### config.mk
export PLATFORM = sky130hd
export DESIGN_NAME = mme_accum_drain
export DESIGN_NICKNAME = d
export VERILOG_FILES = /design/src/rtl/mme_accum_drain.sv
export SDC_FILE = /design/constraint.sdc
export NUM_CORES = 2
export LEC_CHECK = 0
export ABC_AREA = 1
export CORE_AREA = 2 2 419 421
export DETAILED_ROUTE_END_ITERATION = 7
export DIE_AREA = 0 0 421 423
export GPL_TIMING_DRIVEN = 0
export PLACE_DENSITY = 0.47
export SETUP_SLACK_MARGIN = 0.5
export SLEW_MARGIN = 20
export SYNTH_ARGS = -nofsm -noshare
export SYNTH_HDL_FRONTEND = slang
export SYNTH_SLANG_ARGS = --single-unit
### constraint.sdc
create_clock -name clk -period 94.4 [get_ports clk]
set_input_delay 14.16 -clock clk [delete_from_list [all_inputs] [get_ports clk]]
set_output_delay 14.16 -clock clk [all_outputs]
set_load 0.05 [all_outputs]
### src/rtl/mme_accum_drain.sv
// Accumulator drain: snapshots the PE array accumulators into a shadow
// buffer, clears the array, then streams the results out row-major.
module mme_accum_drain #(
    parameter int unsigned DW     = 32,
    parameter int unsigned ROWS   = 4,
    parameter int unsigned COLS   = 4,
    parameter int unsigned AW     = 2 * DW + 1,
    parameter bit          SAT_EN = 1'b1
) (
    input  logic                                    clk,
    input  logic                                    rst,
    input  logic                                    start_i,
    input  logic [ROWS*COLS*AW-1:0]                 accum_i,
    output logic                                    clr_o,
    output logic                                    busy_o,
    output logic                                    out_valid_o,
    input  logic                                    out_ready_i,
    output logic [DW-1:0]                           out_data_o,
    output logic [((ROWS > 1) ? $clog2(ROWS) : 1)-1:0] out_row_o,
    output logic [((COLS > 1) ? $clog2(COLS) : 1)-1:0] out_col_o,
    output logic                                    out_last_o,
    output logic                                    out_sat_o,
    output logic                                    done_o,
    output logic                                    overrun_o
);

    localparam int unsigned N  = ROWS * COLS;
    localparam int unsigned IW = (N > 1) ? $clog2(N) : 1;
    localparam int unsigned RW = (ROWS > 1) ? $clog2(ROWS) : 1;
    localparam int unsigned CW = (COLS > 1) ? $clog2(COLS) : 1;

    typedef enum logic {
        IDLE  = 1'b0,
        DRAIN = 1'b1
    } state_e;

    state_e        state_q, state_d;
    logic [IW-1:0] idx_q, idx_d;
    logic [RW-1:0] row_q, row_d;
    logic [CW-1:0] col_q, col_d;
    logic          clr_q, clr_d;
    logic          done_q, done_d;
    logic          ovr_q, ovr_d;
    logic          cap;
    logic [AW-1:0] buf_q [N];

    logic          drain;
    logic          last;
    logic [AW-1:0] v;
    logic [AW-DW:0] hi;
    logic          ovf;

    assign drain = (state_q == DRAIN);
    assign last  = (idx_q == IW'(N - 1));

    // Control state, beat index and one-cycle pulses
    always_ff @(posedge clk or posedge rst) begin
        if (rst) begin
            state_q <= IDLE;
            idx_q   <= '0;
            row_q   <= '0;
            col_q   <= '0;
            clr_q   <= 1'b0;
            done_q  <= 1'b0;
            ovr_q   <= 1'b0;
        end else begin
            state_q <= state_d;
            idx_q   <= idx_d;
            row_q   <= row_d;
            col_q   <= col_d;
            clr_q   <= clr_d;
            done_q  <= done_d;
            ovr_q   <= ovr_d;
        end
    end

    // Next-state: capture in IDLE, advance on each accepted beat in DRAIN
    always_comb begin
        state_d = state_q;
        idx_d   = idx_q;
        row_d   = row_q;
        col_d   = col_q;
        clr_d   = 1'b0;
        done_d  = 1'b0;
        ovr_d   = ovr_q;
        cap     = 1'b0;
        unique case (state_q)
            IDLE: begin
                if (start_i) begin
                    state_d = DRAIN;
                    idx_d   = '0;
                    row_d   = '0;
                    col_d   = '0;
                    clr_d   = 1'b1;
                    cap     = 1'b1;
                end
            end
            DRAIN: begin
                if (start_i) begin
                    ovr_d = 1'b1;
                end
                if (out_ready_i) begin
                    if (last) begin
                        state_d = IDLE;
                        idx_d   = '0;
                        row_d   = '0;
                        col_d   = '0;
                        done_d  = 1'b1;
                    end else begin
                        idx_d = idx_q + 1'b1;
                        if (col_q == CW'(COLS - 1)) begin
                            col_d = '0;
                            row_d = row_q + 1'b1;
                        end else begin
                            col_d = col_q + 1'b1;
                        end
                    end
                end
            end
            default: state_d = IDLE;
        endcase
    end

    // Shadow buffer: loaded only at capture, isolated from accum_i afterwards
    always_ff @(posedge clk or posedge rst) begin
        if (rst) begin
            for (int i = 0; i < N; i++) begin
                buf_q[i] <= '0;
            end
        end else if (cap) begin
            for (int i = 0; i < N; i++) begin
                buf_q[i] <= accum_i[i*AW +: AW];
            end
        end
    end

    // Result formatting: value fits in DW iff the bits above DW-2 are all sign
    always_comb begin
        v           = buf_q[idx_q];
        hi          = v[AW-1:DW-1];
        ovf         = SAT_EN && !((&hi) || !(|hi));
        out_valid_o = 1'b0;
        out_data_o  = '0;
        out_row_o   = '0;
        out_col_o   = '0;
        out_last_o  = 1'b0;
        out_sat_o   = 1'b0;
        if (drain) begin
            out_valid_o = 1'b1;
            out_row_o   = row_q;
            out_col_o   = col_q;
            out_last_o  = last;
            out_sat_o   = ovf;
            if (ovf) begin
                out_data_o = v[AW-1] ? {1'b1, {(DW-1){1'b0}}}
                                     : {1'b0, {(DW-1){1'b1}}};
            end else begin
                out_data_o = v[DW-1:0];
            end
        end
    end

    assign clr_o     = clr_q;
    assign busy_o    = drain;
    assign done_o    = done_q;
    assign overrun_o = ovr_q;

endmodule

==> flow_summary.json <==
{
  "initial_core_util_pct": 28.7,
  "hold_viol": 0,
  "drc_errors": 0,
  "r2r_slack_ps": 90470,
  "synth_simple_gate_area_share_pct": 28.1,
  "crit_fanout": 10,
  "fmax_ghz": 0.0490,
  "cpPeakStageDelay_ps": 880,
  "grt_pass1_wl_mm": 418,
  "power_density_mw_per_mm2": 36.0,
  "reg2reg_depth": 8,
  "yosysWarnings": 0,
  "fin_skew_ps": 16.7,
  "wl_per_cell_um": 30.2,
  "async_flop_share_pct": 100,
  "yosys.area.top_type_share_pct": 52.9,
  "num_rows": 153,
  "layout.cells.non_filler": 10300,
  "hold-path-cell-count": 1,
  "cts_hold_buf": 0,
  "htreeDepth": 4,
  "clock-sinks": 1052,
  "antenna_found_initial": 41,
  "area_delta_synth_final_pct": 37.7,
  "clockBufferDepth": 3,
  "final_nets": 8843,
  "clk_pin_slew_worst_paths_ps": 60,
  "status": "complete, no violations",
  "routed_via_density": 5.04,
  "leakage_nw": 32.2,
  "r2r-end": "buf_q[29]",
  "setup_tns_ps": 0,
  "grt_max_degree": 99,
  "dieArea_mm2": 0.178,
  "fin_crit_sh_pct": 21.6,
  "irDropWorstVdd_mv": 0.0441,
  "synth_common_cells": "nand2_1, dfrtp_1, o21ai_0",
  "rr_startpoint": "busy_o",
  "hpwl_mm": 248,
  "hp-class": "register to register",
  "synth_area_per_cell_um2": 7.58,
  "cts-root-buf": "clkbuf_16",
  "synth.distinct_cells": 34,
  "holdPathEnd": "overrun_o",
  "final_layout_size_suffix_gt1_share_pct": 4.55,
  "synth_top_area_cell": "dfrtp_1",
  "synthAdderAreaFrac_pct": 0.0503,
  "slew_viol_final": 0,
  "synth_most_common_cell": "nand2_1",
  "postCtsSetupBuffers": 0,
  "cts_resized": 0,
  "cp_slowest_cell": "clkbuf_1",
  "insertion_delay_ps": 760,
  "cap_violations": 0,
  "die_width_um": 421,
  "numPortBuffers": 1086,
  "synth_compound_area_share_pct": 11.3,
  "synth_top_family_by_area": "simple AND/OR/NAND/NOR gates",
  "cp_data_required_time_ps": 80240,
  "ys_ff_latch": 1052,
  "routed_wl_mm": 309,
  "synthXorXnorAreaFrac_pct": 0,
  "synthTopCellsByArea": "dfrtp_1, nand2_1, o21ai_0, nand3_1, inv_1",
  "hold_ws_ps": 465,
  "ioPinCount": 1087,
  "place_inst": 9987,
  "critPathBufInv": 7,
  "grt_pass1_vias": 51900,
  "drtIter0Drc": 5419,
  "finalSetupViolCount": 0,
  "gp_congestion": 0.966,
  "grt_use_total_pct": 33.8,
  "grt_remaining_overflow": 0,
  "synth_area_mm2": 0.0497,
  "antenna_left": 0,
  "core_mm2": 0.173,
  "yosysSeqAreaShare_pct": 52.9,
  "crit_arrival_ps": 6260,
  "synthesis.nets": 7607,
  "synth_cells": 6561,
  "start_kind": "register",
  "min-delay-start": "overrun_o",
  "finish.instance_area_mm2": 0.0685,
  "path_delay_family": "buffers and inverters",
  "via_count": 51600,
  "cts_tree": "done",
  "synthMuxAreaShare_pct": 0.0201,
  "ys.flop_type": "dfrtp_1",
  "layout_min_cycle_time_ps": 20420,
  "synth_edf_count": 0,
  "rsz0062_at_grt": "no",
  "critPathCaptureType": "output port",
  "die_h_um": 423,
  "drt-pass1-iter-count": 5,
  "path_cells": "inv_2 -> buf_2 -> buf_2 -> buf_1 -> clkbuf_1 -> o211ai_1 -> nand3_1 -> nand3_1 -> o21ai_0 -> inv_1 -> a21oi_1 -> nor2_1 -> clkdlybuf4s50_1",
  "postPlaceCellArea_mm2": 0.0639,
  "timing_worst_setup_path_type": "register to output port",
  "cts_buffers": 133,
  "slew_headroom_pct": 16.8,
  "max_slew.worst_pin.slew_ps": 1250
}
==> how the worst max path moves through the flow <==
stage | start | to | depth (start not counted)
floorplan | rst | buf_q[0] | 1
global placement | rst | buf_q[295] | 2
detailed placement | idx_q[0] | out_data_o[9] | 13
CTS | idx_q[0] | out_data_o[9] | 13
global route | idx_q[1] | out_data_o[30] | 13
finish | idx_q[1] | out_data_o[30] | 13
==> metrics by stage <==
step | setup WS [ps] | power (mW) | utilization [%]
final | 73980 | 2.47 | 39.5
after global placement | 34770 | 1.92 | 36.7
after floorplan | 50630 | 1.37 | -
after detailed placement | 74770 | 1.92 | 36.9
after global routing | 73980 | 2.58 | 39.5
after CTS | 73920 | 2.45 | 39.5
==> cell families after synthesis <==
group	Yosys count
flops	1052
simple gates	3547
buf+inv	941
mux	1
compound gates	1018
fa+ha+maj	2
==> report_power, final <==
group | switching, mW | internal [mW] | total, mW | leakage (nW)
Combinational | 0.834 | 0.333 | 1.17 | 17.1
Clock | 0.218 | 0.314 | 0.532 | 2.20
Sequential | 0.104 | 0.663 | 0.767 | 12.9
Total | 1.16 | 1.31 | 2.47 | 32.2
==> placed cells by master, fill, tap and decap left out, drive strengths merged, types with 3 or more instances in the layout <==
cell              n
clkbuf          510
a32o             14
o221ai            6
or2              14
buf             168
o211ai          140
a221oi           20
dfrtp          1052
clkdlybuf4s50  1086
inv             487
a21oi           190
diode            30
o31ai             3
bufinv            6
nor2            157
nand3           446
nand2          2921
nand4             7
o21ai           642
clkinv           21
==> state kept, by name, indices dropped and copies added, names as in the netlist <==
signal / count
buf_q: 1040
idx_q: 4
col_q: 2
row_q: 2
busy_o: 1
clr_o: 1
done_o: 1
overrun_o: 1
==> final cells by class <==
type | instances | area [um^2]
fillers | 18300 | 105000
inverters | 485 | 1830
clock buffers | 207 | 4080
plain buffers | 456 | 1980
well taps | 2325 | 2910
clock inverters | 29 | 367
flip-flops and latches | 1052 | 26300
multi-input cells | 4568 | 19600
repair buffers | 1101 | 11300
diodes | 30 | 75.1
==> layer usage <==
metal  track usage, %  vias to the layer above  part of all wire (%)
met2             56.3                     2458                    48
met3             5.21                      588                   6.1
li1                 -                    23200                     -
met1             40.3                    25300                    38
met5                0                        -                 0.022
met4             23.1                       12                   7.7
Note: power is estimated with default switching activity, not from simulation.
